`config.mk`:
```
export PLATFORM = sky130hd
export DESIGN_NAME = mouse_receiver_flat
export DESIGN_NICKNAME = d
export VERILOG_FILES = /design/src/rtl/mouse_pkg.sv /design/src/rtl/mouse_receiver_if.sv /design/src/rtl/ps2_line_sync.sv /design/src/rtl/mouse_receiver.sv /design/src/flat_wrapper.sv
export SDC_FILE = /design/constraint.sdc
export NUM_CORES = 1
export LEC_CHECK = 0
export BUFFER_PORTS_ARGS = -buffer_cell sky130_fd_sc_hd__clkbuf_2
export CAP_MARGIN = 20
export CORE_MARGIN = 8
export CORE_UTILIZATION = 30
export CTS_CLUSTER_SIZE = 20
export DETAILED_ROUTE_END_ITERATION = 16
export PLACE_DENSITY = 0.53
export SLEW_MARGIN = 20
export SYNTH_ARGS = -nofsm -noshare
export SYNTH_HDL_FRONTEND = slang
export SYNTH_SLANG_ARGS = --single-unit
```
`constraint.sdc`:
```
create_clock -name CLK -period 5.12 [get_ports CLK]
set_input_delay 1.024 -clock CLK [delete_from_list [all_inputs] [get_ports CLK]]
set_output_delay 1.024 -clock CLK [all_outputs]
set_load 0.05 [all_outputs]
```
`src/rtl/mouse_pkg.sv`:
```
// mouse_pkg: shared PS/2 mouse types and constants (receiver, transmitter, master)
package mouse_pkg;
   typedef enum logic [2:0] {
      ST_IDLE   = 3'd0,
      ST_DATA   = 3'd1,
      ST_PARITY = 3'd2,
      ST_STOP   = 3'd3,
      ST_DONE   = 3'd4
   } state_t;

   typedef logic [1:0] err_code_t;

   localparam err_code_t ERR_NONE   = 2'b00;
   localparam err_code_t ERR_PARITY = 2'b01;
   localparam err_code_t ERR_STOP   = 2'b10;

   localparam int FRAME_BITS = 11;

   // odd parity holds when the 8 data bits plus the parity bit contain an odd number of ones
   function automatic logic parity_ok(input logic [7:0] b, input logic p);
      return ^{b, p};
   endfunction
endpackage

```
`src/rtl/mouse_receiver_if.sv`:
```
// mouse_receiver_if: PS/2 pad lines, read enable and decoded-byte handoff
//   CLK_MOUSE_IN/DATA_MOUSE_IN : PS/2 lines at the pad (asynchronous)
//   READ_ENABLE                : new frames accepted only while high
//   BYTE_READ/BYTE_ERROR_CODE  : last decoded byte and its error code
//   BYTE_READY                 : one-cycle strobe when a frame is delivered
interface mouse_receiver_if;
   import mouse_pkg::*;
   logic      CLK_MOUSE_IN;
   logic      DATA_MOUSE_IN;
   logic      READ_ENABLE;
   logic [7:0] BYTE_READ;
   err_code_t BYTE_ERROR_CODE;
   logic      BYTE_READY;
   modport master (
      output CLK_MOUSE_IN, DATA_MOUSE_IN, READ_ENABLE,
      input  BYTE_READ, BYTE_ERROR_CODE, BYTE_READY
   );
   modport slave (
      input  CLK_MOUSE_IN, DATA_MOUSE_IN, READ_ENABLE,
      output BYTE_READ, BYTE_ERROR_CODE, BYTE_READY
   );
endinterface

```
`src/rtl/ps2_line_sync.sv`:
```
// ps2_line_sync: 2-flop synchronizers for the PS/2 lines plus falling-edge detect
//   clk/rst   : system clock, asynchronous active-high reset
//   ps2_clk   : raw PS/2 clock line
//   ps2_data  : raw PS/2 data line
//   data_sync : synchronized data line
//   fall      : high for one cycle per synchronized PS/2 clock falling edge
module ps2_line_sync (
   input  logic clk,
   input  logic rst,
   input  logic ps2_clk,
   input  logic ps2_data,
   output logic data_sync,
   output logic fall
);
   // clk_sr[0..1] synchronize, clk_sr[2] keeps the previous synced value
   logic [2:0] clk_sr;
   logic [1:0] data_sr;
   always_ff @(posedge clk or posedge rst)
      if (rst) begin
         clk_sr  <= 3'b111;
         data_sr <= 2'b11;
      end else begin
         clk_sr  <= {clk_sr[1:0], ps2_clk};
         data_sr <= {data_sr[0], ps2_data};
      end
   assign data_sync = data_sr[1];
   assign fall      = clk_sr[2] & ~clk_sr[1];
endmodule

```
`src/rtl/mouse_receiver.sv`:
```
// mouse_receiver: decodes 11-bit PS/2 device-to-host frames into bytes with error codes
//   CLK/RESET : 50 MHz system clock, asynchronous active-high reset
//   bus       : slave side of mouse_receiver_if (PS/2 lines in, decoded byte out)
module mouse_receiver
   import mouse_pkg::*;
#(
   parameter int TIMEOUT_CYCLES = 50000
) (
   input logic             CLK,
   input logic             RESET,
   mouse_receiver_if.slave bus
);
   localparam int WD_W = $clog2(TIMEOUT_CYCLES);
   localparam logic [WD_W-1:0] WD_LAST = WD_W'(TIMEOUT_CYCLES - 1);

   state_t          state, state_nxt;
   logic            data, fall, busy, timeout, par_err;
   logic [2:0]      bit_cnt;
   logic [7:0]      shift, byte_q;
   err_code_t       code_q;
   logic [WD_W-1:0] wd;

   ps2_line_sync u_sync (
      .clk       (CLK),
      .rst       (RESET),
      .ps2_clk   (bus.CLK_MOUSE_IN),
      .ps2_data  (bus.DATA_MOUSE_IN),
      .data_sync (data),
      .fall      (fall)
   );

   assign busy    = state inside {ST_DATA, ST_PARITY, ST_STOP};
   assign timeout = busy && wd == WD_LAST;

   always_ff @(posedge CLK or posedge RESET)
      if (RESET) state <= ST_IDLE;
      else       state <= state_nxt;

   // a stalled frame is abandoned regardless of any edge in the same cycle
   always_comb begin
      state_nxt = state;
      case (state)
         ST_IDLE:   state_nxt = (fall && bus.READ_ENABLE && !data) ? ST_DATA : ST_IDLE;
         ST_DATA:   state_nxt = (fall && bit_cnt == 3'd7) ? ST_PARITY : ST_DATA;
         ST_PARITY: state_nxt = fall ? ST_STOP : ST_PARITY;
         ST_STOP:   state_nxt = fall ? ST_DONE : ST_STOP;
         default:   state_nxt = ST_IDLE;
      endcase
      if (timeout) state_nxt = ST_IDLE;
   end

   // outputs are loaded on entry to DONE so they are valid alongside the strobe
   always_ff @(posedge CLK or posedge RESET)
      if (RESET) begin
         bit_cnt <= '0;
         shift   <= '0;
         par_err <= 1'b0;
         wd      <= '0;
         byte_q  <= '0;
         code_q  <= ERR_NONE;
      end else begin
         wd <= (busy && !fall) ? wd + 1'b1 : '0;
         if (state == ST_IDLE && state_nxt == ST_DATA) begin
            bit_cnt <= '0;
            shift   <= '0;
         end
         if (state == ST_DATA && fall) begin
            shift   <= {data, shift[7:1]};
            bit_cnt <= bit_cnt + 1'b1;
         end
         if (state == ST_PARITY && fall) par_err <= !parity_ok(shift, data);
         if (state == ST_STOP && state_nxt == ST_DONE) begin
            byte_q <= shift;
            code_q <= (par_err ? ERR_PARITY : ERR_NONE) | (data ? ERR_NONE : ERR_STOP);
         end
      end

   assign bus.BYTE_READ       = byte_q;
   assign bus.BYTE_ERROR_CODE = code_q;
   assign bus.BYTE_READY      = state == ST_DONE;
endmodule

```
`src/flat_wrapper.sv`:
```
// flat-port wrapper written by rule: the top's interface ports become plain ports
module mouse_receiver_flat import mouse_pkg::*;
#(
   parameter int TIMEOUT_CYCLES = 50000
)
  (CLK, RESET, bus_CLK_MOUSE_IN, bus_DATA_MOUSE_IN, bus_READ_ENABLE, bus_BYTE_READ, bus_BYTE_ERROR_CODE, bus_BYTE_READY);
  mouse_receiver_if bus_i ();
  input logic CLK;
  input logic RESET;
  input wire logic [$bits(bus_i.CLK_MOUSE_IN)-1:0] bus_CLK_MOUSE_IN;
  input wire logic [$bits(bus_i.DATA_MOUSE_IN)-1:0] bus_DATA_MOUSE_IN;
  input wire logic [$bits(bus_i.READ_ENABLE)-1:0] bus_READ_ENABLE;
  output wire logic [$bits(bus_i.BYTE_READ)-1:0] bus_BYTE_READ;
  output wire logic [$bits(bus_i.BYTE_ERROR_CODE)-1:0] bus_BYTE_ERROR_CODE;
  output wire logic [$bits(bus_i.BYTE_READY)-1:0] bus_BYTE_READY;
  assign bus_i.CLK_MOUSE_IN = bus_CLK_MOUSE_IN;
  assign bus_i.DATA_MOUSE_IN = bus_DATA_MOUSE_IN;
  assign bus_i.READ_ENABLE = bus_READ_ENABLE;
  assign bus_BYTE_READ = bus_i.BYTE_READ;
  assign bus_BYTE_ERROR_CODE = bus_i.BYTE_ERROR_CODE;
  assign bus_BYTE_READY = bus_i.BYTE_READY;
  mouse_receiver #(.TIMEOUT_CYCLES(TIMEOUT_CYCLES)) u_core (.CLK(CLK), .RESET(RESET), .bus(bus_i));
endmodule
```
# == Word level (Yosys, flattened, before mapping) ==
# Cells that the tools add are included.
# classes
n_reduce_logical,16
mux,13
eq_ne,8
n_bitwise,3
addsub,2
# op_table
operator,count
adder 16 x 1 -> 16 bit (second input constant),1
equality test 16 bit (second input constant),1
two-way mux 16 bit,1
two-way mux 8 bit,2
two-way mux 3 bit,4
one-hot mux 3 bit (4 select lines),1
equality test 3 bit (second input constant),3
logical AND 1 bit,9
parity 9 bit,1
equality test 3 x 1 -> 1 bit (second input constant),2
equality test 3 x 2 -> 1 bit (second input constant),2
two-way mux 2 bit,2
adder 3 x 1 -> 3 bit (second input constant),1
zero test 1 bit,3
zero test 3 bit,1
two-way mux 1 bit,3
nonzero test 3 bit,1
bitwise OR 2 bit,1
nonzero test 2 bit,1
AND 1 bit,1
NOT 1 bit,1
# totals
out_inout_bits,11
inputBits,5
word_cells,51
regBits,46

# == Depth between registers and ports, before layout ==
# Gate-level depths: netlist of the first run.
# depth
depth_word,11
mapped_depth,6
ltp_nobuf,5

# == Hierarchy ==
# From an unflattened synthesis of the first run, not the netlist that was laid out.
# unflattened
hier_cells,169
hier_area_um2,2082.0
# modules_own_cells
module,cells_per_inst,seq_area_each_um2,area_per_inst_um2,instances
mouse_receiver,162,1026.0,1933.1,1
ps2_line_sync,7,131.4,148.9,1

# == Worst setup path after synthesis of the first run ==
# OpenSTA, ideal clock, no wires.
# synth_path
path_type,reg2out
startpoint,register u_core.state[1]
endpoint,output port bus_BYTE_READY
required_time_ns,4.096
arrival_time_ns,1.691
slack_ns,2.405
path_stages_with_launch,3
cell_sequence,dfrtp_1 > clkbuf_1 > nor3b_1
# synth_via
elab_chain_cells,1
# synth_rtl
item,line_no,text
"start, declared",mouse_receiver.sv:16,"state_t state, state_nxt;"
"start signal, assigned",mouse_receiver.sv:37,else state <= state_nxt;
equality test 3 bit,mouse_receiver.sv:80,assign bus.BYTE_READY = state == ST_DONE;
"end, declared",flat_wrapper.sv:15,output wire logic [$bits(bus_i.BYTE_READY)-1:0] bus_BYTE_READY;
# Every way passes these cells.

# == Worst setup path after layout of the first run ==
# layout_path
startpoint,register u_core.wd[4]
endpoint,register u_core.byte_q[4] (netlist: u_core.bus.BYTE_READ[4])
# layout_via
elab_chain_cells,5
# layout_rtl
item,line_no,text
"start, declared",mouse_receiver.sv:21,logic [WD_W-1:0] wd;
"start signal, assigned",mouse_receiver.sv:62,wd <= (busy && !fall) ? wd + 1'b1 : '0;
equality test 16 bit,mouse_receiver.sv:33,assign timeout = busy && wd == WD_LAST;
logical AND 1 bit,mouse_receiver.sv:33,
two-way mux 3 bit,mouse_receiver.sv:49,if (timeout) state_nxt = ST_IDLE;
equality test 3 bit,mouse_receiver.sv:72,if (state == ST_STOP && state_nxt == ST_DONE) begin
logical AND 1 bit,mouse_receiver.sv:72,
"end signal, assigned",mouse_receiver.sv:73,byte_q <= shift;
"end, declared",mouse_receiver.sv:19,"logic [7:0] shift, byte_q;"
# Every way passes these cells.
# A chain may end at the register's enable or synchronous reset.

==> impl_metrics.json, run 1 <==
{
  "min_period_ns": 2.41,
  "drc": 0,
  "holdBufCountCts": 0,
  "routabilityCongestion": 0.751,
  "grt_usage_pct": 7.99,
  "grt_max_degree": 47,
  "syn_avg_cell_area_um2": 12.1,
  "crit_end": "u_core.bus.BYTE_READ[4]$_DFFE_PP0P_",
  "antenna_cells": 0,
  "cts_buffer_depth": 2,
  "synth_nets": 178,
  "grt.overflow.total": 0,
  "synth_ff_type": "dfrtp_1",
  "layout_common_cells": "41 x dfrtp_1, 18 x nor2_1, 15 x clkbuf_2, 12 x xnor2_1, 10 x a22o_1",
  "yosys_register_bits": 46,
  "grt_pass1_wl_mm": 6.36,
  "antenna_found_initial": 0,
  "initial_utilization_pct": 30.6,
  "syn_to_final_growth_pct": 11.9,
  "vias": 1270,
  "setup_violations": 0,
  "hold_viol_final": 0,
  "rsz0062_at_grt": "no",
  "drt_iter0_drc": 51,
  "antenna_left": 0,
  "max_cap_viol_count": 0,
  "synth_cells": 170,
  "yosysUniqueCellTypes": 39,
  "worstPathMaxFanout": 11,
  "io_buffers": 15,
  "cts-root-buf": "clkbuf_8",
  "final_common_cell": "dfrtp_1",
  "cp-start-kind": "flop",
  "path_clk_slew_ns": 0.08,
  "fin_nets": 193,
  "cts_tree": "done",
  "die_area_um2": 9770,
  "setup_ws_ns": 2.71,
  "post_drt_wl_per_cell_um": 13.5,
  "required_ns": 5.30,
  "core.rowCount": 30,
  "die_h_um": 98.8,
  "netlist_area_um2": 2060,
  "startpoint": "u_core.wd[4]$_DFF_PP0_",
  "fmax_mhz": 416,
  "path_class": "flop to flop",
  "reg2reg_from": "u_core.wd[4]$_DFF_PP0_",
  "die_width_um": 98.8,
  "p_leak_nw": 1.06,
  "cts.sinks": 46,
  "skew_ns": 0.00599,
  "worst_pin_slew_ns": 0.847,
  "cp.arrival_ns": 2.58,
  "dr.pass1.iters": 4,
  "drt-total-wl_mm": 3.60,
  "post-place-ws_ns": 2.72,
  "worstSetupEndpointType": "flop",
  "htreeDepth": 2,
  "reg2reg_slack_ns": 2.71,
  "ir_worst_vdd_mv": 0.176,
  "async_reset_ff_share_pct": 100,
  "status": "complete, no violations",
  "core_um2": 6720,
  "postCtsResizedCells": 0,
  "min_path_cells": 0,
  "yosys_warnings": 0,
  "cts_setup_buffers": 0,
  "hold_slack_ns": 0.358,
  "cpPeakStageDelay_ns": 0.51,
  "cts_buffers": 5,
  "grt_pass1_vias": 1326,
  "crit_slowest_cell": "o2111a_1",
  "drv_slew": 0,
  "maxSlewHeadroom_pct": 43.3,
  "clock_latency_ns": 0.29,
  "yosysSeqAreaShare_pct": 56.2,
  "tns_ns": 0,
  "power_density_nw_per_um2": 504,
  "drive_above_1_share_pct": 21.5,
  "hpwl_mm": 2.42,
  "period_share_pct": 47.0,
  "crit_chain": "or4_1 > or4_1 > o2111a_1 > mux2_4",
  "hold_class": "flop to flop",
  "timing.critical_path.mode_cell": "or4_1",
  "r2r.worst_path.cells": 4,
  "r2r_end": "u_core.bus.BYTE_READ[4]$_DFFE_PP0P_",
  "synth-edff-count": 0,
  "io_pins": 16,
  "via_per_inst": 4.77
}
## final cells by class
type | count | area, um2
fillers | 671 | 4420
flip-flops and latches | 46 | 1160
multi-input cells | 112 | 841
well taps | 80 | 100
repair buffers | 16 | 82.6
clock buffers | 7 | 76.3
clock inverters | 1 | 30.0
inverters | 4 | 16.3
## logic make-up (layout without fill, tap and decap cells)
logic type / Yosys count / in the layout / share of synthesized area, %
compound gates: 22 / 22 / 8.21
xor+xnor: 19 / 19 / 8.75
fa+ha+maj: 3 / 3 / 1.82
buf+inv: 12 / 28 / 2.92
flops: 46 / 46 / 56.2
mux: 11 / 11 / 7.42
simple gates: 57 / 57 / 14.7
## cell usage after synthesis (all sizes together), types with 4 or more instances
library cell   n  area share, %
mux2          10            6.9
clkbuf         6            1.1
dfstp          5            6.4
nand2          7            1.3
nand4          4            1.2
nor2          18            3.3
inv            4           0.73
dfrtp         41             50
a22o          10            4.3
xor2           6            2.6
nand3          6            1.5
xnor2         12            5.1
## stage by stage
stage,std cells,instance area [um2],total power [mW],util (%)
final,266,2300,1.16,34.3
after global routing,266,2300,1.24,34.3
after CTS,266,2300,1.18,34.3
after detailed placement,258,2200,0.913,32.7
after global placement,258,2200,0.910,32.7
after floorplan,170,2060,0.837,-
## power breakdown
part	internal (mW)	switching [mW]	leakage (nW)	total, mW
clock network	0.146	0.114	0.0524	0.260
registers	0.448	0.0788	0.601	0.526
logic	0.178	0.197	0.408	0.375
## how the worst min path moves through the flow
stage                                                   from                                 end  slack [ns]
after floorplan            u_core.u_sync.clk_sr[0]$_DFF_PP1_   u_core.u_sync.clk_sr[1]$_DFF_PP1_        0.35
after global placement    u_core.u_sync.data_sr[0]$_DFF_PP1_  u_core.u_sync.data_sr[1]$_DFF_PP1_        0.35
after detailed placement  u_core.u_sync.data_sr[0]$_DFF_PP1_  u_core.u_sync.data_sr[1]$_DFF_PP1_        0.35
after CTS                 u_core.u_sync.data_sr[0]$_DFF_PP1_  u_core.u_sync.data_sr[1]$_DFF_PP1_        0.36
after global routing      u_core.u_sync.data_sr[0]$_DFF_PP1_  u_core.u_sync.data_sr[1]$_DFF_PP1_        0.36
final                     u_core.u_sync.data_sr[0]$_DFF_PP1_  u_core.u_sync.data_sr[1]$_DFF_PP1_        0.36
## routing by layer
metal  routed length [um]  track usage, %  share of wire, %
met3                   78            2.26               2.2
met4                   53            3.19               1.5
met1                 1910            11.1                53
met2                 1560            11.3                43
met5                    0               0                 0
## critical path: cells and delay by family, from the launching register on
kind	cells	cell delay, ns
DFF	1	0.47
muxes	1	0.39
and+or+nand+nor	2	0.92
AOI/OAI and AO/OA	1	0.51
## registers in the layout, summed over array words and instances, names as in the netlist
register / cells
u_core.wd: 16
u_core.shift: 8
u_core.u_sync.data_sr: 2
u_core.bus.BYTE_ERROR_CODE: 2
u_core.bit_cnt: 3
u_core.state: 3
u_core.par_err: 1
u_core.u_sync.clk_sr: 3
u_core.bus.BYTE_READ: 8
No activity file was read; power rests on OpenSTA's default activity.
==> run 2: changes to the inputs <==
- clock period: 5.12 -> 2.3 ns (I/O delays scaled with it)
==> run 2 against run 1 <==
- wire length up 4.3%
- first-iteration DRC count grew 57%
- power up 120%
- critical endpoint unchanged
- largest cell class unchanged
- largest power group unchanged
==> impl_metrics.json, run 2 (synthesis results as in run 1) <==
{
  "status": "complete, no violations",
  "vias": 1305,
  "worst_pin_slew_ns": 0.660,
  "die_h_um": 98.8,
  "cpPeakStageDelay_ns": 0.49,
  "via_per_inst": 4.76,
  "cts-root-buf": "clkbuf_8",
  "dpl_cell_area_um2": 2270,
  "setup_ws_ns": 0.0616,
  "grt.overflow.total": 0,
  "hold_viol_final": 0,
  "power_density_nw_per_um2": 1070,
  "core_um2": 6720,
  "multi_input_area_um2": 841,
  "setup_violations": 0,
  "skew_ns": 0.00891,
  "final_common_cell": "dfrtp_1",
  "ir_worst_vdd_mv": 0.377,
  "holdBufCountCts": 0,
  "cts_buffers": 5,
  "postCtsResizedCells": 0,
  "reg2reg_slack_ns": 0.06,
  "drc": 0,
  "drv_slew": 0,
  "die_area_um2": 9770,
  "required_ns": 2.48,
  "antenna_cells": 0,
  "grt_pass1_wl_mm": 6.44,
  "hold_end": "u_core.u_sync.data_sr[0]$_DFF_PP1_",
  "layout_common_cells": "41 x dfrtp_1, 18 x nor2_1, 15 x clkbuf_2, 12 x xnor2_1, 10 x a22o_1",
  "fin_area_um2": 2360,
  "seq_area_um2": 1160,
  "fin_nets": 201,
  "core.rowCount": 30,
  "maxSlewHeadroom_pct": 56.0,
  "cts.sinks": 46,
  "syn_to_final_growth_pct": 14.7,
  "htreeDepth": 2,
  "grt_pass1_vias": 1291,
  "crit_chain": "or4_1 > or4_1 > o2111a_1 > buf_12 > mux2_4",
  "period_share_pct": 97.3,
  "crit_slowest_cell": "or4_1",
  "fmax_mhz": 447,
  "dr.pass1.iters": 4,
  "io_pins": 16,
  "drive_above_1_share_pct": 25.3,
  "p_leak_nw": 1.10,
  "reg2reg_from": "u_core.wd[13]$_DFF_PP0_",
  "path_class": "flop to flop",
  "largest_register": "u_core.wd",
  "cp_top_family": "simple AND/OR/NAND/NOR gates",
  "worstPathMaxFanout": 11,
  "r2r_end": "u_core.bus.BYTE_READ[4]$_DFFE_PP0P_",
  "timing.critical_path.mode_cell": "or4_1",
  "cts_setup_buffers": 0,
  "tns_ns": 0,
  "r2r.worst_path.cells": 5,
  "drt-total-wl_mm": 3.75,
  "rsz0062_at_grt": "no",
  "drt_iter0_drc": 80,
  "antenna_left": 0,
  "path_clk_slew_ns": 0.09,
  "grt_usage_pct": 8.19,
  "post-place-ws_ns": 0.0793,
  "cts_tree": "done",
  "hp-start": "bus_DATA_MOUSE_IN",
  "die_width_um": 98.8,
  "worstSetupEndpointType": "flop",
  "max_cap_viol_count": 0,
  "cp.arrival_ns": 2.41,
  "initial_utilization_pct": 30.6,
  "post_drt_wl_per_cell_um": 13.7,
  "cp-start-kind": "flop",
  "antenna_found_initial": 0,
  "cts_buffer_depth": 2,
  "min_path_cells": 1,
  "hold_class": "input port to flop",
  "hpwl_mm": 2.57,
  "critPathBufInv": 1,
  "min_period_ns": 2.24,
  "clock_latency_ns": 0.29,
  "routabilityCongestion": 0.809,
  "largest_reg_flops": 16,
  "grt_max_degree": 47,
  "totalPowerFinal_mw": 2.52,
  "fillCellCount": 663,
  "io_buffers": 15
}
[run 2: changes by cell type in the layout (fill, tap and decap cells not counted), sizes merged]
cell	before	now
bufinv	1	0
buf	1	9
inv	3	4
[run 2: area by class of cell]
type | count | area share, %
inverter | 4 | 0.636
tap | 80 | 4.24
timing repair buffer | 24 | 6.57
clock buffer | 7 | 3.66
multi-input combinational | 112 | 35.6
sequential | 46 | 49.0
clock inverter | 1 | 0.212
[run 2: through the flow]
step	utilization [%]	instances	hold slack [ns]
4_1_cts	35.1	274	0.236
5_1_grt	35.1	274	0.227
6_report	35.1	274	0.247
3_3_place_gp	33.8	266	0.347
3_5_place_dp	33.8	266	0.347
2_1_floorplan	-	170	0.345
[run 2: worst max path at each step]
stage / startpoint / to / slack (ns) / cells past startpoint
5_1_grt: u_core.wd[13]$_DFF_PP0_ / u_core.bus.BYTE_READ[4]$_DFFE_PP0P_ / 0.008 / 5
2_1_floorplan: u_core.wd[4]$_DFF_PP0_ / u_core.bus.BYTE_ERROR_CODE[0]$_DFFE_PP0P_ / 0.12 / 6
3_3_place_gp: u_core.wd[13]$_DFF_PP0_ / u_core.bus.BYTE_READ[7]$_DFFE_PP0P_ / 0.10 / 5
6_report: u_core.wd[13]$_DFF_PP0_ / u_core.bus.BYTE_READ[4]$_DFFE_PP0P_ / 0.06 / 5
4_1_cts: u_core.wd[13]$_DFF_PP0_ / u_core.bus.BYTE_READ[4]$_DFFE_PP0P_ / 0.07 / 5
3_5_place_dp: u_core.wd[13]$_DFF_PP0_ / u_core.bus.BYTE_READ[4]$_DFFE_PP0P_ / 0.08 / 5
[run 2: routing by layer]
layer	part of all wire (%)	vias to the layer above	wire length, um	track usage (%)
li1	-	644	-	-
met1	52	638	1940	11.1
met2	44	19	1640	11.6
met3	2.5	4	93	1.90
met4	1.9	0	70	4.60
met5	0	-	0	0
[run 2: worst register-to-register path, stage by stage (launching register included)]
cell,delay [ns]
dfrtp_1,0.43
or4_1,0.49
or4_1,0.45
o2111a_1,0.30
buf_12,0.16
mux2_4,0.30
[run 2: power breakdown]
part	total (mW)	switching, mW	internal (mW)	leakage, nW
clock	0.501	0.258	0.243	0.0482
combinational	0.853	0.447	0.406	0.452
sequential	1.17	0.171	0.997	0.601
==> run 3: changes to the inputs <==
- BUFFER_PORTS_ARGS: -buffer_cell sky130_fd_sc_hd__clkbuf_2 -> -buffer_cell sky130_fd_sc_hd__buf_2
- HOLD_SLACK_MARGIN: not set -> 0.06
==> run 3 against run 2 <==
- final cell count shrank 0.36%
- count of clock-buffer cells in the layout stayed put
- clock power barely moved
- wire length is 0.61% lower
- die area stayed put
- sequential share of layout area grew 0.16 points
- critical endpoint unchanged
- largest power group unchanged
==> impl_metrics.json, run 3 (synthesis results as in run 1) <==
{
  "status": "complete, no violations",
  "die_area_um2": 9770,
  "path_class": "flop to flop",
  "largest_register": "u_core.wd",
  "core_um2": 6720,
  "ir_worst_vdd_mv": 0.322,
  "p_leak_nw": 1.11,
  "worst_pin_slew_ns": 0.887,
  "layout_common_cells": "41 x dfrtp_1, 18 x nor2_1, 15 x buf_2, 12 x xnor2_1, 10 x a22o_1",
  "period_share_pct": 96.6,
  "maxSlewHeadroom_pct": 40.6,
  "rsz0062_at_grt": "no",
  "antenna_cells": 0,
  "r2r.worst_path.cells": 5,
  "worstPathMaxFanout": 11,
  "setup_violations": 0,
  "required_ns": 2.48,
  "cts_tree": "done",
  "fin_nets": 200,
  "holdBufCountCts": 0,
  "routabilityCongestion": 0.799,
  "grt.overflow.total": 0,
  "cp-start-kind": "flop",
  "min_path_cells": 1,
  "hpwl_mm": 2.54,
  "syn_to_final_growth_pct": 14.3,
  "htreeDepth": 2,
  "power_density_nw_per_um2": 1070,
  "path_clk_slew_ns": 0.08,
  "hold_class": "input port to flop",
  "antenna_left": 0,
  "largest_reg_flops": 16,
  "drt_iter0_drc": 80,
  "grt_max_degree": 47,
  "min_period_ns": 2.22,
  "drv_slew": 0,
  "skew_ns": 0.00694,
  "drive_above_1_share_pct": 24.9,
  "dr.pass1.iters": 4,
  "core.rowCount": 30,
  "vias": 1321,
  "grt_pass1_vias": 1351,
  "io_buffers": 15,
  "final_common_cell": "dfrtp_1",
  "cts_buffer_depth": 2,
  "drc": 0,
  "hold_viol_final": 0,
  "io_pins": 16,
  "cts-root-buf": "clkbuf_8",
  "clock_latency_ns": 0.29,
  "grt_pass1_wl_mm": 6.74,
  "seq_area_um2": 1160,
  "grt_usage_pct": 8.50,
  "via_per_inst": 4.84,
  "worstSetupEndpointType": "flop",
  "fillCellCount": 673,
  "postCtsResizedCells": 0,
  "die_width_um": 98.8,
  "cts_setup_buffers": 0,
  "multi_input_area_um2": 841,
  "drt-total-wl_mm": 3.73,
  "cts_buffers": 5,
  "cts.sinks": 46,
  "tns_ns": 0,
  "cp.arrival_ns": 2.40,
  "initial_utilization_pct": 30.6,
  "die_h_um": 98.8,
  "totalPowerFinal_mw": 2.52,
  "post_drt_wl_per_cell_um": 13.6,
  "max_cap_viol_count": 0,
  "antenna_found_initial": 0,
  "fmax_mhz": 450
}
run 3: cell count changes in the layout (fill, tap and decap cells not counted):
cell	delta
buf_2	+15
clkbuf_2	-15
buf_4	-1
run 3: layer usage:
layer / up-vias / GRT usage, % / wire length (um)
met5: - / 0 / 0
met4: 0 / 3.90 / 56
met3: 4 / 1.83 / 76
met2: 15 / 13.1 / 1730
met1: 657 / 11.0 / 1860
li1: 645 / - / -
run 3: path summary, 6_finish.rpt:
| path | to | slack, ns | start |
|---|---|---|---|
| worst max register to register | u_core.bus.BYTE_READ[4]$_DFFE_PP0P_ | 0.08 | u_core.wd[13]$_DFF_PP0_ |
| worst max-delay path | u_core.bus.BYTE_READ[4]$_DFFE_PP0P_ | 0.08 | u_core.wd[13]$_DFF_PP0_ |
| min in group asynchronous | u_core.bus.BYTE_READ[3]$_DFFE_PP0P_ | 0.31 | RESET |
| worst min-delay path | u_core.u_sync.data_sr[0]$_DFF_PP1_ | 0.26 | bus_DATA_MOUSE_IN |
| max in group asynchronous | u_core.bus.BYTE_READ[5]$_DFFE_PP0P_ | 1.60 | RESET |
| worst min register to register | u_core.u_sync.data_sr[1]$_DFF_PP1_ | 0.36 | u_core.u_sync.data_sr[0]$_DFF_PP1_ |
run 3: worst max-delay path, stage by stage, from the launching register on:
cell	delay (ns)
dfrtp_1	0.42
or4_1	0.49
or4_1	0.45
o2111a_1	0.30
buf_12	0.16
mux2_4	0.29
run 3: report_power, final:
group,switching (mW),internal (mW),total [mW]
Sequential,0.175,0.997,1.17
Clock,0.259,0.243,0.502
Combinational,0.441,0.404,0.845
run 3: final cells by class:
cell class / instances / area share [%]
Multi-Input combinational cell: 112 / 35.7
Sequential cell: 46 / 49.2
Timing Repair Buffer: 23 / 6.28
Inverter: 4 / 0.638
Clock inverter: 1 / 0.213
Tap cell: 80 / 4.26
Clock buffer: 7 / 3.67
run 3: metrics by stage:
stage / hold WS (ns) / worst slack (ns) / std cells / util, % / cell area [um2]
3_3_place_gp: 0.346 / 0.100 / 265 / 33.6 / 2260
3_5_place_dp: 0.348 / 0.0877 / 265 / 33.6 / 2260
5_1_grt: 0.242 / 0.0166 / 273 / 35.0 / 2350
2_1_floorplan: 0.345 / 0.120 / 170 / - / 2060
6_report: 0.263 / 0.0773 / 273 / 35.0 / 2350
4_1_cts: 0.249 / 0.0685 / 273 / 35.0 / 2350
